==> config.mk <==
export PLATFORM = sky130hd
export DESIGN_NAME = io_to_axi
export DESIGN_NICKNAME = d
export VERILOG_FILES = /design/src/rtl/io_to_axi.sv
export SDC_FILE = /design/constraint.sdc
export NUM_CORES = 1
export LEC_CHECK = 0
export CAP_MARGIN = 20
export CORE_MARGIN = 5
export CORE_UTILIZATION = 43
export CTS_CLUSTER_SIZE = 28
export DETAILED_ROUTE_END_ITERATION = 7
export PLACE_DENSITY = 0.8
export SLEW_MARGIN = 25
export SYNTH_ARGS = -nofsm -noshare
export SYNTH_HDL_FRONTEND = slang
export SYNTH_SLANG_ARGS = --single-unit
==> constraint.sdc <==
create_clock -name clk -period 2.15 [get_ports clk]
set_clock_uncertainty 0.1 [all_clocks]
set_input_delay 0.3225 -clock clk [delete_from_list [all_inputs] [get_ports clk]]
set_output_delay 0.3225 -clock clk [all_outputs]
set_load 0.005 [all_outputs]
==> src/rtl/io_to_axi.sv <==
// io_to_axi: bridge from a single-outstanding IO bus to a valid/ready
// request channel with a pulsed response channel.
//
// Ports:
//   clk, rst_n           clock, asynchronous active-low reset
//   io_addr_strobe       IO transfer start pulse
//   io_read_strobe       read qualifier, valid with io_addr_strobe
//   io_write_strobe      write qualifier, valid with io_addr_strobe
//   io_addr              byte address (bits [1:0] ignored)
//   io_byte_enable       write byte lanes
//   io_write_data        write data
//   io_read_data         response data, nonzero only while io_ready=1
//   io_ready             one-cycle transfer-complete pulse
//   avalid / aready      request handshake toward the target
//   awe, aaddr           request direction (1=write) and word address
//   adata, astrb         write data and byte strobes
//   bvalid, bdata        response pulse and data from the target
//   timeout              one-cycle pulse when a transfer is aborted
//
// TIMEOUT_CYCLES bounds the cycles spent in REQ/RESP; 0 disables it.
module io_to_axi #(
  parameter int unsigned TIMEOUT_CYCLES = 255
) (
  input  logic        clk,
  input  logic        rst_n,
  input  logic        io_addr_strobe,
  input  logic        io_read_strobe,
  input  logic        io_write_strobe,
  input  logic [31:0] io_addr,
  input  logic [3:0]  io_byte_enable,
  input  logic [31:0] io_write_data,
  output logic [31:0] io_read_data,
  output logic        io_ready,
  output logic        avalid,
  input  logic        aready,
  output logic        awe,
  output logic [29:0] aaddr,
  output logic [31:0] adata,
  output logic [3:0]  astrb,
  input  logic        bvalid,
  input  logic [31:0] bdata,
  output logic        timeout
);

  // A zero-width counter is illegal, so keep one bit when the timeout is off.
  localparam int unsigned CNT_W = (TIMEOUT_CYCLES > 0) ? $clog2(TIMEOUT_CYCLES + 1) : 1;
  localparam logic [CNT_W-1:0] CNT_MAX  = CNT_W'(TIMEOUT_CYCLES);
  localparam logic [CNT_W-1:0] CNT_LAST = CNT_W'(TIMEOUT_CYCLES - 1);

  typedef enum logic [1:0] {
    IDLE = 2'd0,
    REQ  = 2'd1,
    RESP = 2'd2
  } state_e;

  state_e           state_q;
  logic [CNT_W-1:0] cnt_q;
  logic [CNT_W-1:0] cnt_d;
  logic             avalid_q;
  logic             awe_q;
  logic [29:0]      aaddr_q;
  logic [31:0]      adata_q;
  logic [3:0]       astrb_q;
  logic             io_ready_q;
  logic [31:0]      io_read_data_q;
  logic             timeout_q;
  logic             tmo_hit;
  logic             start;

  // Byte offset within the word is not forwarded to the target.
  logic unused_addr_bits;
  assign unused_addr_bits = ^io_addr[1:0];

  assign start = io_addr_strobe && (io_read_strobe || io_write_strobe);

  // Saturating increment of the busy-cycle counter.
  assign cnt_d = (cnt_q == CNT_MAX) ? cnt_q : cnt_q + CNT_W'(1);

  // Abort in the cycle whose increment would make the counter reach the limit,
  // so the request is visible for exactly TIMEOUT_CYCLES cycles.
  assign tmo_hit = (TIMEOUT_CYCLES > 0) && (cnt_q == CNT_LAST);

  always_ff @(posedge clk or negedge rst_n) begin
    if (!rst_n) begin
      state_q        <= IDLE;
      cnt_q          <= '0;
      avalid_q       <= 1'b0;
      awe_q          <= 1'b0;
      aaddr_q        <= '0;
      adata_q        <= '0;
      astrb_q        <= '0;
      io_ready_q     <= 1'b0;
      io_read_data_q <= '0;
      timeout_q      <= 1'b0;
    end else begin
      // Completion outputs are single-cycle pulses.
      io_ready_q     <= 1'b0;
      io_read_data_q <= '0;
      timeout_q      <= 1'b0;

      case (state_q)
        IDLE: begin
          if (start) begin
            // A write strobe wins when both qualifiers are set.
            awe_q    <= io_write_strobe;
            aaddr_q  <= io_addr[31:2];
            adata_q  <= io_write_data;
            astrb_q  <= io_byte_enable;
            cnt_q    <= '0;
            avalid_q <= 1'b1;
            state_q  <= REQ;
          end
        end

        REQ: begin
          cnt_q <= cnt_d;
          if (aready && bvalid) begin
            // Completion beats a coincident timeout.
            state_q        <= IDLE;
            avalid_q       <= 1'b0;
            io_ready_q     <= 1'b1;
            io_read_data_q <= awe_q ? 32'h0 : bdata;
          end else if (tmo_hit) begin
            state_q        <= IDLE;
            avalid_q       <= 1'b0;
            io_ready_q     <= 1'b1;
            io_read_data_q <= 32'hFFFF_FFFF;
            timeout_q      <= 1'b1;
          end else if (aready) begin
            state_q  <= RESP;
            avalid_q <= 1'b0;
          end
        end

        RESP: begin
          cnt_q <= cnt_d;
          if (bvalid) begin
            state_q        <= IDLE;
            io_ready_q     <= 1'b1;
            io_read_data_q <= awe_q ? 32'h0 : bdata;
          end else if (tmo_hit) begin
            state_q        <= IDLE;
            io_ready_q     <= 1'b1;
            io_read_data_q <= 32'hFFFF_FFFF;
            timeout_q      <= 1'b1;
          end
        end

        default: begin
          state_q  <= IDLE;
          avalid_q <= 1'b0;
        end
      endcase
    end
  end

  assign avalid       = avalid_q;
  assign awe          = awe_q;
  assign aaddr        = aaddr_q;
  assign adata        = adata_q;
  assign astrb        = astrb_q;
  assign io_ready     = io_ready_q;
  assign io_read_data = io_read_data_q;
  assign timeout      = timeout_q;

endmodule

Yosys cells after proc, flatten, opt, wreduce, memory -nomap -nowiden. Index checks and enable logic that the tools add are counted.

Register bits: 112. Latch bits: 0. Bits in writable memories: 0. Bits in read-only memories: 0. Input bits: 107. Output and inout bits: 102. Logic and storage cells: 57. Memories: 0.

Add/sub/neg operators: 1. $mul: 0. Divide/modulo/power cells: 0. $lt $le $gt $ge: 0. Equal/unequal tests: 8. Shift operators: 0. Multiplexer cells: 27. Bitwise gates (word level): 1. Reduce and logical (&&, ||, !) cells: 10.

Operators with widths (count): two-way mux 32 bit (4); one-hot mux 32 bit (2 select lines) (1); equality test 8 bit (second input constant) (2); two-way mux 8 bit (2); one-hot mux 8 bit (2 select lines) (1); two-way mux 2 bit (6); two-way mux 1 bit (9); AND reduction 3 bit (3); adder 8 x 1 -> 8 bit (second input constant) (1); one-hot mux 2 bit (3 select lines) (1); != test 2 bit (second input constant) (2); != test 4 bit (second input constant) (1); one-hot mux 1 bit (2 select lines) (2); != test 3 bit (second input constant) (1); one-hot mux 1 bit (3 select lines) (1); equality test 2 x 1 -> 1 bit (second input constant) (1); equality test 2 bit (second input constant) (1); logical AND 1 bit (2); zero test 2 bit (1); AND reduction 2 bit (1); nonzero test 2 bit (1); OR reduction 2 bit (1); logical OR 1 bit (1); inverter 1 bit (1).

Depth between registers and ports, before layout. Gate-level depths: netlist (run 1).

Depth in word-level cells: 4. Mapped depth: 9.

Least setup slack after synthesis (run 1). OpenSTA, ideal clock, no wires.

Path type: register to register. Start: register state_q[0]. End: register cnt_q[7]. Arrival time: 1.656 ns. Required time: 1.972 ns. Setup slack: 0.316 ns. Stages on the path, launching flop included: 8. Clock period less this slack: 1.834 ns. Cells stage by stage: dfrtp_1 > inv_1 > ha_1 > o211a_1 > buf_4 > o32ai_2 > or4b_1 > a21oi_1.

Word-level cells in the longest chain between the ends: 4. Elaborated cells between the ends (all ways): 9.

Ends and longest elaborated chain: from (decl) (line 56) `state_e state_q;`; from (signal assigned) (line 85) `state_q <= IDLE;`; from (signal assigned) (line 111) `state_q <= REQ;`; from (signal assigned) (line 119) `state_q <= IDLE;`; equality test 2 bit / equality test 2 x 1 -> 1 bit (equally long branches) (line 101) `case (state_q)`; OR reduction 2 bit (no source line); != test 2 bit (no source line) / nonzero test 2 bit (equally long branches); AND reduction 3 bit (no source line); to (signal assigned) (line 116) `cnt_q <= cnt_d;`; to (signal assigned) (line 136) `cnt_q <= cnt_d;`; to (decl) (line 57) `logic [CNT_W-1:0] cnt_q;`.

Parallel ways exist; a longest one is shown, timed or not. A chain may end at the register's enable or synchronous reset.

Final worst setup path (run 1).
Start: register state_q[1]. End: register cnt_q[7].

The elaborated chain is that of the path after synthesis.

==> results of run 1 <==
-- area by class of cell --
| class | instances | area (um^2) | area share (%) |
|---|---|---|---|
| clock buffer | 11 | 253 | 3.32 |
| clock inverter | 5 | 62.6 | 0.822 |
| inverter | 8 | 30.0 | 0.395 |
| multi-input combinational | 399 | 2020 | 26.6 |
| sequential | 112 | 2800 | 36.8 |
| tap | 143 | 179 | 2.35 |
| timing repair buffer | 227 | 2260 | 29.7 |
-- path summary, 6_finish.rpt --
kind | start | to | slack (ps) | depth (start not counted)
max | state_q[1] | cnt_q[7] | 180 | 6
min | adata[18] | adata[18] | 370 | 2
max reg2reg | state_q[1] | cnt_q[7] | 180 | 6
min reg2reg | adata[18] | adata[18] | 370 | 2
max in group asynchronous | rst_n | io_read_data[10] | 950 | 3
min in group asynchronous | rst_n | adata[14] | 410 | 3
-- logic make-up (layout without fill, tap and decap cells) --
| group | Yosys count | in the layout | share of synthesized area, % |
|---|---|---|---|
| mux | 1 | 1 | 0.223 |
| compound gates | 125 | 125 | 15.3 |
| buf+inv | 46 | 251 | 4.39 |
| xor+xnor | 1 | 1 | 0.174 |
| fa+ha+maj | 5 | 5 | 1.24 |
| flops | 112 | 112 | 55.6 |
| simple gates | 267 | 267 | 23.1 |
-- power by group through the flow --
stage               clock network, mW  logic, mW  registers [mW]
finish                           1.72       3.68            3.19
global route                     1.88       4.08            3.29
CTS                              1.77       3.73            3.20
detailed placement                  0       3.71            3.24
global placement                    0       3.59            3.19
floorplan                           0       1.58            3.26
-- registers in the layout, indices dropped and copies added (netlist names) --
signal / flops
aaddr: 30
io_ready: 1
avalid: 1
awe: 1
astrb: 4
timeout: 1
adata: 32
state_q: 2
io_read_data: 32
cnt_q: 8
-- synthesized netlist by cell type (all sizes together) --
cell type,count
buf,17
o31ai,1
clkbuf,21
and2b,1
inv,8
xor2,1
o22ai,1
nor4,1
and4,1
and3,1
or2,3
a21o,1
or4,1
a2111oi,1
o32ai,1
ha,5
o2111ai,1
a32o,1
nor2b,3
dfrtp,112
nor3,2
or4b,1
nand3,4
or3,2
a2bb2oi,1
o211a,1
a21boi,33
nor2,7
nand2b,2
o21ai,39
nand4,3
o41ai,1
and2,31
mux2,1
nand2,204
a31oi,1
a21oi,42
-- timing repair --
action	CTS	global route
setup endpoints to repair	0	30
resized for setup	0	3
hold buffers	1	0
hold endpoints to repair	62	0
-- worst register-to-register path, stage by stage (launching register included) --
cell and delay [ps]:
dfrtp_1 380, inv_1 80, ha_2 350, nor2b_2 190, o32ai_2 120, or4b_1 520, a21oi_1 160
-- per-layer routing --
metal  track usage [%]  wire (um)  vias up
li1                  -          -     2212
met1              24.9       5680     2217
met5                 0          0        -
met3              6.83       1170       29
met2              33.8       7070      177
met4              6.67        373        0
==> results_dict.tcl, run 1 <==
set metrics [dict create \
    status "finished clean" \
    ys_top_cells_by_area "dfrtp_1, nand2_1, a21boi_1, a21oi_1, o21ai_0" \
    swShare_pct 32.3 \
    ir_worst_vdd_uv 628 \
    ys_seq_area_share_pct 55.6 \
    grt_max_degree 67 \
    clock_path_buffers 2 \
    dr.first_iter.drc_count 361 \
    grtUsageTotal_pct 20.3 \
    syn_inst 557 \
    endpoint_kind "flip-flop" \
    required_ps 2310 \
    first_pass_iters 4 \
    place_hpwl_um 10500 \
    drive_above_1_share_pct 6.30 \
    cts_buffers 9 \
    p_sw_mw 2.78 \
    maxSlewHeadroom_pct 57.1 \
    core_area_um2 11500 \
    worstMarginPinSlew_ps 644 \
    ys_types 43 \
    power_mw 8.60 \
    slowest_delay_ps 520 \
    start_util_pct 44.0 \
    yosys_warnings 0 \
    critPathBufInv 1 \
    grt_overflow 0 \
    hold_violations 0 \
    power.leakage_nw 3.45 \
    n_fill_cell 910 \
    drc_errors 0 \
    mostFrequentLayoutCells "clkdlybuf4s50_1, nand2_1, dfrtp_1" \
    finalWorstSetupSlack_ps 179 \
    timing.hold.ws_ps 374 \
    clockPowerShare_pct 20.0 \
    postSynthNetCount 669 \
    area_growth_pct 51.0 \
    cap_violations 0 \
    power.density_nw_per_um2 1130 \
    ant_nets 0 \
    critPathMaxFanout 5 \
    ios 209 \
    hp-class "reg -> reg" \
    preCtsSetupSlack_ps 79.4 \
    mostFrequentLayoutCell "clkdlybuf4s50_1" \
    worstPathArrival_ps 2140 \
    cts_tree "done" \
    yosysTopAreaCellShare_pct 55.6 \
    diodes 0 \
    fin_nets 869 \
    post-route-period-util_pct 91.7 \
    crit_family "simple AND/OR/NAND/NOR gates" \
    fin_cells 905 \
    final_cell_area_um2 7610 \
    path_cells "inv_1 > ha_2 > nor2b_2 > o32ai_2 > or4b_1 > a21oi_1" \
    grt_antenna_before_repair 0 \
    fmax_mhz 507 \
    layout_min_cycle_time_ps 1970 \
    dieArea_um2 14000 \
    setup-violations-final 0 \
    die_x_um 118 \
    drv_slew 0 \
    dpl-instance-area_um2 7280 \
    synth_area_per_cell_um2 9.05 \
    wl_per_cell_um 15.8 \
    viasPerCell 5.12 \
    netlist_area_um2 5040 \
    gp_congestion 0.777 \
    slowest_stage "or4b_1" \
    htree_levels 3 \
    seq_power_share_pct 37.1 \
    final_util_pct 66.4 \
    place_inst 888 \
    post-cts-setup-buffer-count 0 \
    rsz0062_at_grt "no" \
    clk_pin_slew_ps 70 \
    grt_pass1_vias 4728 \
    fp-row-count 39 \
    io_buffers 206 \
    synth_seq_cells 112 \
    startpoint_type "flip-flop" \
    path_class "reg -> reg" \
    setup_tns_ps 0 \
    cts.sinks 112 \
    clkLatencyLatePin_ps 340 \
    p_int_mw 5.82 \
    cts_root_buf "clkbuf_16" \
    synth_top_area_cell "dfrtp_1" \
    grt_pass1_wl_um 23700 \
    combPwrFrac_pct 42.9 \
    num_vias 4635 \
    die_h_um 118 \
    drt-total-wl_um 14300 \
]
Power figures use the tool's default switching activity.
==> run 2, diff against run 1 <==
CORE_UTILIZATION = 25   (was 43)
PLACE_DENSITY = 0.57   (was 0.8)
REMOVE_ABC_BUFFERS = 1   (was default)
==> run 2 against run 1 <==
  * Via count fell by 2.9%
  * First-iteration DRC count fell by 42%
  * Setup slack got worse by 35 ps
  * Global-route usage fell by 6.8 points
  * Register-to-register slack got worse by 40 ps
  * Critical path depth did not move
  * Critical path type unchanged
  * Fmax fell by 1.8%
  * Sequential power barely moved
==> results_dict.tcl, run 2 (synthesis results as in run 1) <==
set metrics [dict create \
    grt_overflow 0 \
    mostFrequentLayoutCells "clkdlybuf4s50_1, nand2_1, dfrtp_1" \
    cts_tree "done" \
    drc_errors 0 \
    layout_min_cycle_time_ps 2010 \
    grt_pass1_wl_um 25500 \
    gp_congestion 0.783 \
    slowest_stage "or4b_1" \
    r2r_start "state_q[0]" \
    drive_above_1_share_pct 6.78 \
    core_area_um2 20000 \
    wl_per_cell_um 15.2 \
    diodes 0 \
    n_fill_cell 2042 \
    dr.first_iter.drc_count 209 \
    ir_worst_vdd_uv 456 \
    r2r_cells 6 \
    io_buffers 206 \
    start_util_pct 25.2 \
    critical_path_cell_count 6 \
    power_mw 8.61 \
    cts.sinks 112 \
    die_x_um 152 \
    path_cells "inv_1 > ha_1 > o211a_2 > o32ai_4 > or4b_1 > a21oi_1" \
    cap_violations 0 \
    timing.hold.ws_ps 367 \
    hp-class "in -> async" \
    clock_path_buffers 2 \
    viasPerCell 4.34 \
    crit_family "compound AO/OA/AOI/OAI gates" \
    clk_pin_slew_ps 80 \
    grtUsageTotal_pct 13.5 \
    worstMarginPinSlew_ps 437 \
    critPathMaxFanout 8 \
    worstPathArrival_ps 2180 \
    clkLatencyLatePin_ps 350 \
    critPathBufInv 1 \
    num_vias 4502 \
    rsz0062_at_grt "no" \
    grt_max_degree 67 \
    mostFrequentLayoutCell "clkdlybuf4s50_1" \
    die_h_um 152 \
    grt_pass1_vias 4477 \
    grt_antenna_before_repair 0 \
    setup-violations-final 0 \
    fmax_mhz 498 \
    hold_violations 0 \
    required_ps 2330 \
    cts_buffers 9 \
    ant_nets 0 \
    r2r_end "cnt_q[7]" \
    path_class "reg -> reg" \
    post-route-period-util_pct 93.3 \
    crit_path_end "cnt_q[7]" \
    post-cts-setup-buffer-count 0 \
    power.leakage_nw 3.48 \
    status "finished clean" \
    slowest_delay_ps 510 \
    drt-total-wl_um 15800 \
    place_hpwl_um 11000 \
    htree_levels 3 \
    area_growth_pct 55.4 \
    drv_slew 0 \
    maxSlewHeadroom_pct 70.9 \
    ios 209 \
    fin_nets 874 \
    cts_root_buf "clkbuf_16" \
    power.density_nw_per_um2 1100 \
    endpoint_kind "flip-flop" \
    first_pass_iters 4 \
    dieArea_um2 23100 \
    reg2reg_slack_ps 140 \
    startpoint "state_q[0]" \
    startpoint_type "flip-flop" \
    fp-row-count 52 \
]
## run 2: cell types whose count changed in the layout (fill, tap and decap cells not counted)
cell | before | now
buf_12 | 3 | 7
buf_4 | 17 | 19
buf_6 | 1 | 0
bufinv_16 | 1 | 0
clkbuf_8 | 2 | 1
clkinv_2 | 0 | 1
clkinvlp_4 | 2 | 1
ha_1 | 4 | 5
ha_2 | 1 | 0
inv_6 | 1 | 3
o32ai_2 | 1 | 0
o32ai_4 | 0 | 1
## run 2: repair_timing
item,in CTS,in global routing
resized for setup,0,2
endpoints found under the setup margin,0,2
hold buffers,1,0
endpoints found under the hold margin,29,0
## run 2: cell type report
cell class                      instances  area, um^2  area share (%)
Sequential cell                       112        2800            35.8
Tap cell                              270         338            4.31
Inverter                                8        30.0           0.383
Clock inverter                          6        47.5           0.607
Multi-Input combinational cell        399        2030            25.9
Timing Repair Buffer                  232        2340            29.9
Clock buffer                           10         239            3.05
## run 2: layer usage
metal / share of wire [%] / GRT usage (%) / vias up
met5: 0 / 0 / -
met4: 1.3 / 3.85 / 0
met3: 9.4 / 5.46 / 14
met2: 42 / 19.7 / 169
met1: 47 / 18.6 / 2100
li1: - / - / 2219
## run 2: where the power goes
part	switching, mW	internal, mW
Combinational	1.69	2.10
Clock	0.816	0.833
Sequential	0.374	2.80
Total	2.88	5.73
## run 2: worst reg2reg max path, stage by stage (launching register included)
cell     delay [ps]
dfrtp_1         400
inv_1            90
ha_1            290
o211a_2         280
o32ai_4         130
or4b_1          510
a21oi_1         150
## run 2: through the flow
| step | utilization [%] | cells | instance area, um^2 | worst slack, ps | setup TNS [ps] |
|---|---|---|---|---|---|
| finish | 39.1 | 1037 | 7830 | 144 | 0 |
| global route | 39.1 | 1037 | 7830 | 31.0 | 0 |
| CTS | 39.0 | 1037 | 7820 | 116 | 0 |
| detailed placement | 37.5 | 1020 | 7520 | 29.3 | 0 |
| global placement | 37.5 | 1020 | 7520 | 81.8 | 0 |
| floorplan | - | 519 | 4850 | -901 | -7500 |
## run 2: how the worst min path moves through the flow
| stage | startpoint | endpoint | slack, ps | cells past startpoint |
|---|---|---|---|---|
| 2_1_floorplan | rst_n | aaddr[0] | -70 | 0 |
| 3_3_place_gp | rst_n | adata[9] | 200 | 1 |
| 3_5_place_dp | rst_n | adata[13] | 200 | 1 |
| 4_1_cts | rst_n | adata[13] | 360 | 2 |
| 5_1_grt | io_addr[7] | aaddr[5] | 370 | 3 |
| 6_report | rst_n | adata[13] | 370 | 2 |
==> run 3, diff against run 2 <==
CORE_ASPECT_RATIO = 1.25   (was default)
==> run 3 against run 2 <==
  * Combinational power fell by 2%
  * Fmax rose by 1.5%
  * Global-route usage fell by 0.59 points
  * Count of clock-buffer cells in the layout did not move
  * Register-to-register slack improved by 30 ps
  * Hold slack got worse by 32 ps
  * Sequential power barely moved
  * Die area barely moved
  * Critical path type unchanged
  * Critical endpoint unchanged
==> results_dict.tcl, run 3 (synthesis results as in run 1) <==
set metrics [dict create \
    power.leakage_nw 3.46 \
    grt_pass1_vias 4446 \
    cts.sinks 112 \
    n_fill_cell 2007 \
    fmax_mhz 506 \
    power_mw 8.65 \
    mostFrequentLayoutCells "clkdlybuf4s50_1, nand2_1, dfrtp_1" \
    drt-total-wl_um 15200 \
    io_buffers 206 \
    cap_violations 0 \
    status "finished clean" \
    cts_root_buf "clkbuf_16" \
    startpoint_type "flip-flop" \
    r2r_cells 6 \
    wl_per_cell_um 14.7 \
    grt_pass1_wl_um 23800 \
    mostFrequentLayoutCell "clkdlybuf4s50_1" \
    ir_worst_vdd_uv 380 \
    cts_tree "done" \
    slowest_delay_ps 510 \
    worstMarginPinSlew_ps 372 \
    area_growth_pct 54.5 \
    grtUsageTotal_pct 12.9 \
    critPathBufInv 1 \
    grt_overflow 0 \
    ant_nets 0 \
    first_pass_iters 4 \
    rsz0062_at_grt "no" \
    clock_path_buffers 2 \
    hold_violations 0 \
    hp-class "in -> async" \
    layout_min_cycle_time_ps 1980 \
    reg2reg_slack_ps 170 \
    endpoint_kind "flip-flop" \
    fin_nets 869 \
    clk_pin_slew_ps 80 \
    num_vias 4444 \
    grt_max_degree 67 \
    maxSlewHeadroom_pct 75.2 \
    slowest_stage "or4b_1" \
    dr.first_iter.drc_count 152 \
    cts_resized 0 \
    die_x_um 137 \
    start_util_pct 25.3 \
    drive_above_1_share_pct 6.04 \
    core_area_um2 20000 \
    drc_errors 0 \
    setup_tns_ps 0 \
    clkLatencyLatePin_ps 350 \
    viasPerCell 4.31 \
    fp-row-count 58 \
    place_hpwl_um 10600 \
    crit_family "simple AND/OR/NAND/NOR gates" \
    drv_slew 0 \
    setup-violations-final 0 \
    required_ps 2320 \
    power.density_nw_per_um2 1110 \
    gp_congestion 0.753 \
    worstPathArrival_ps 2150 \
    grt_antenna_before_repair 0 \
    path_class "reg -> reg" \
    ios 209 \
    post-route-period-util_pct 91.9 \
    diodes 0 \
    critPathMaxFanout 4 \
    cts_buffers 9 \
    r2r_start "state_q[0]" \
    die_h_um 169 \
    path_cells "inv_1 > ha_1 > nor2b_1 > o32ai_2 > or4b_1 > a21oi_1" \
    htree_levels 3 \
    r2r_end "cnt_q[7]" \
    dieArea_um2 23100 \
]
==> run 3: metal layers <==
layer / wire, um / up-vias / GRT usage (%)
met4: 181 / 0 / 3.39
met2: 7170 / 146 / 21.6
met3: 1630 / 14 / 5.23
li1: - / 2210 / -
met5: 0 / - / 0
met1: 6170 / 2074 / 15.3
==> run 3: how the worst max path moves through the flow <==
stage | from | to | slack [ps] | cells past startpoint
after floorplan | state_q[0] | cnt_q[7] | -900 | 6
after global placement | aready | io_read_data[24] | 130 | 5
after detailed placement | aready | io_read_data[0] | 130 | 5
after CTS | state_q[1] | cnt_q[7] | 150 | 6
after global routing | state_q[0] | cnt_q[7] | 30 | 6
final | state_q[0] | cnt_q[7] | 170 | 6
==> run 3: power breakdown <==
part	switching (mW)	total, mW	leakage (nW)	internal, mW
Clock	0.833	1.79	0.156	0.956
Combinational	1.64	3.70	1.86	2.06
Sequential	0.362	3.16	1.45	2.80
Total	2.83	8.65	3.46	5.82
==> run 3: per-stage QoR <==
step | instances | hold slack [ps] | util (%) | area, um^2 | setup WS, ps
after floorplan | 519 | -73.1 | - | 4850 | -901
after global placement | 1015 | 179 | 37.4 | 7460 | 132
after detailed placement | 1015 | 174 | 37.4 | 7460 | 129
after CTS | 1032 | 335 | 39.0 | 7790 | 149
after global routing | 1032 | 370 | 39.0 | 7790 | 26.8
final | 1032 | 334 | 39.0 | 7790 | 174
==> run 3: final cells by class <==
class	instances	area (um^2)	area share, %
clock inverters	6	77.6	0.996
well taps	270	338	4.34
repair buffers	227	2280	29.3
flip-flops and latches	112	2800	36.0
inverters	8	30.0	0.386
clock buffers	10	239	3.07
multi-input cells	399	2020	25.9
==> run 3: timing repair <==
action,CTS,global route
endpoints found under the hold margin,24,0
setup buffers,0,0
hold buffers,1,0
setup endpoints to repair,0,0
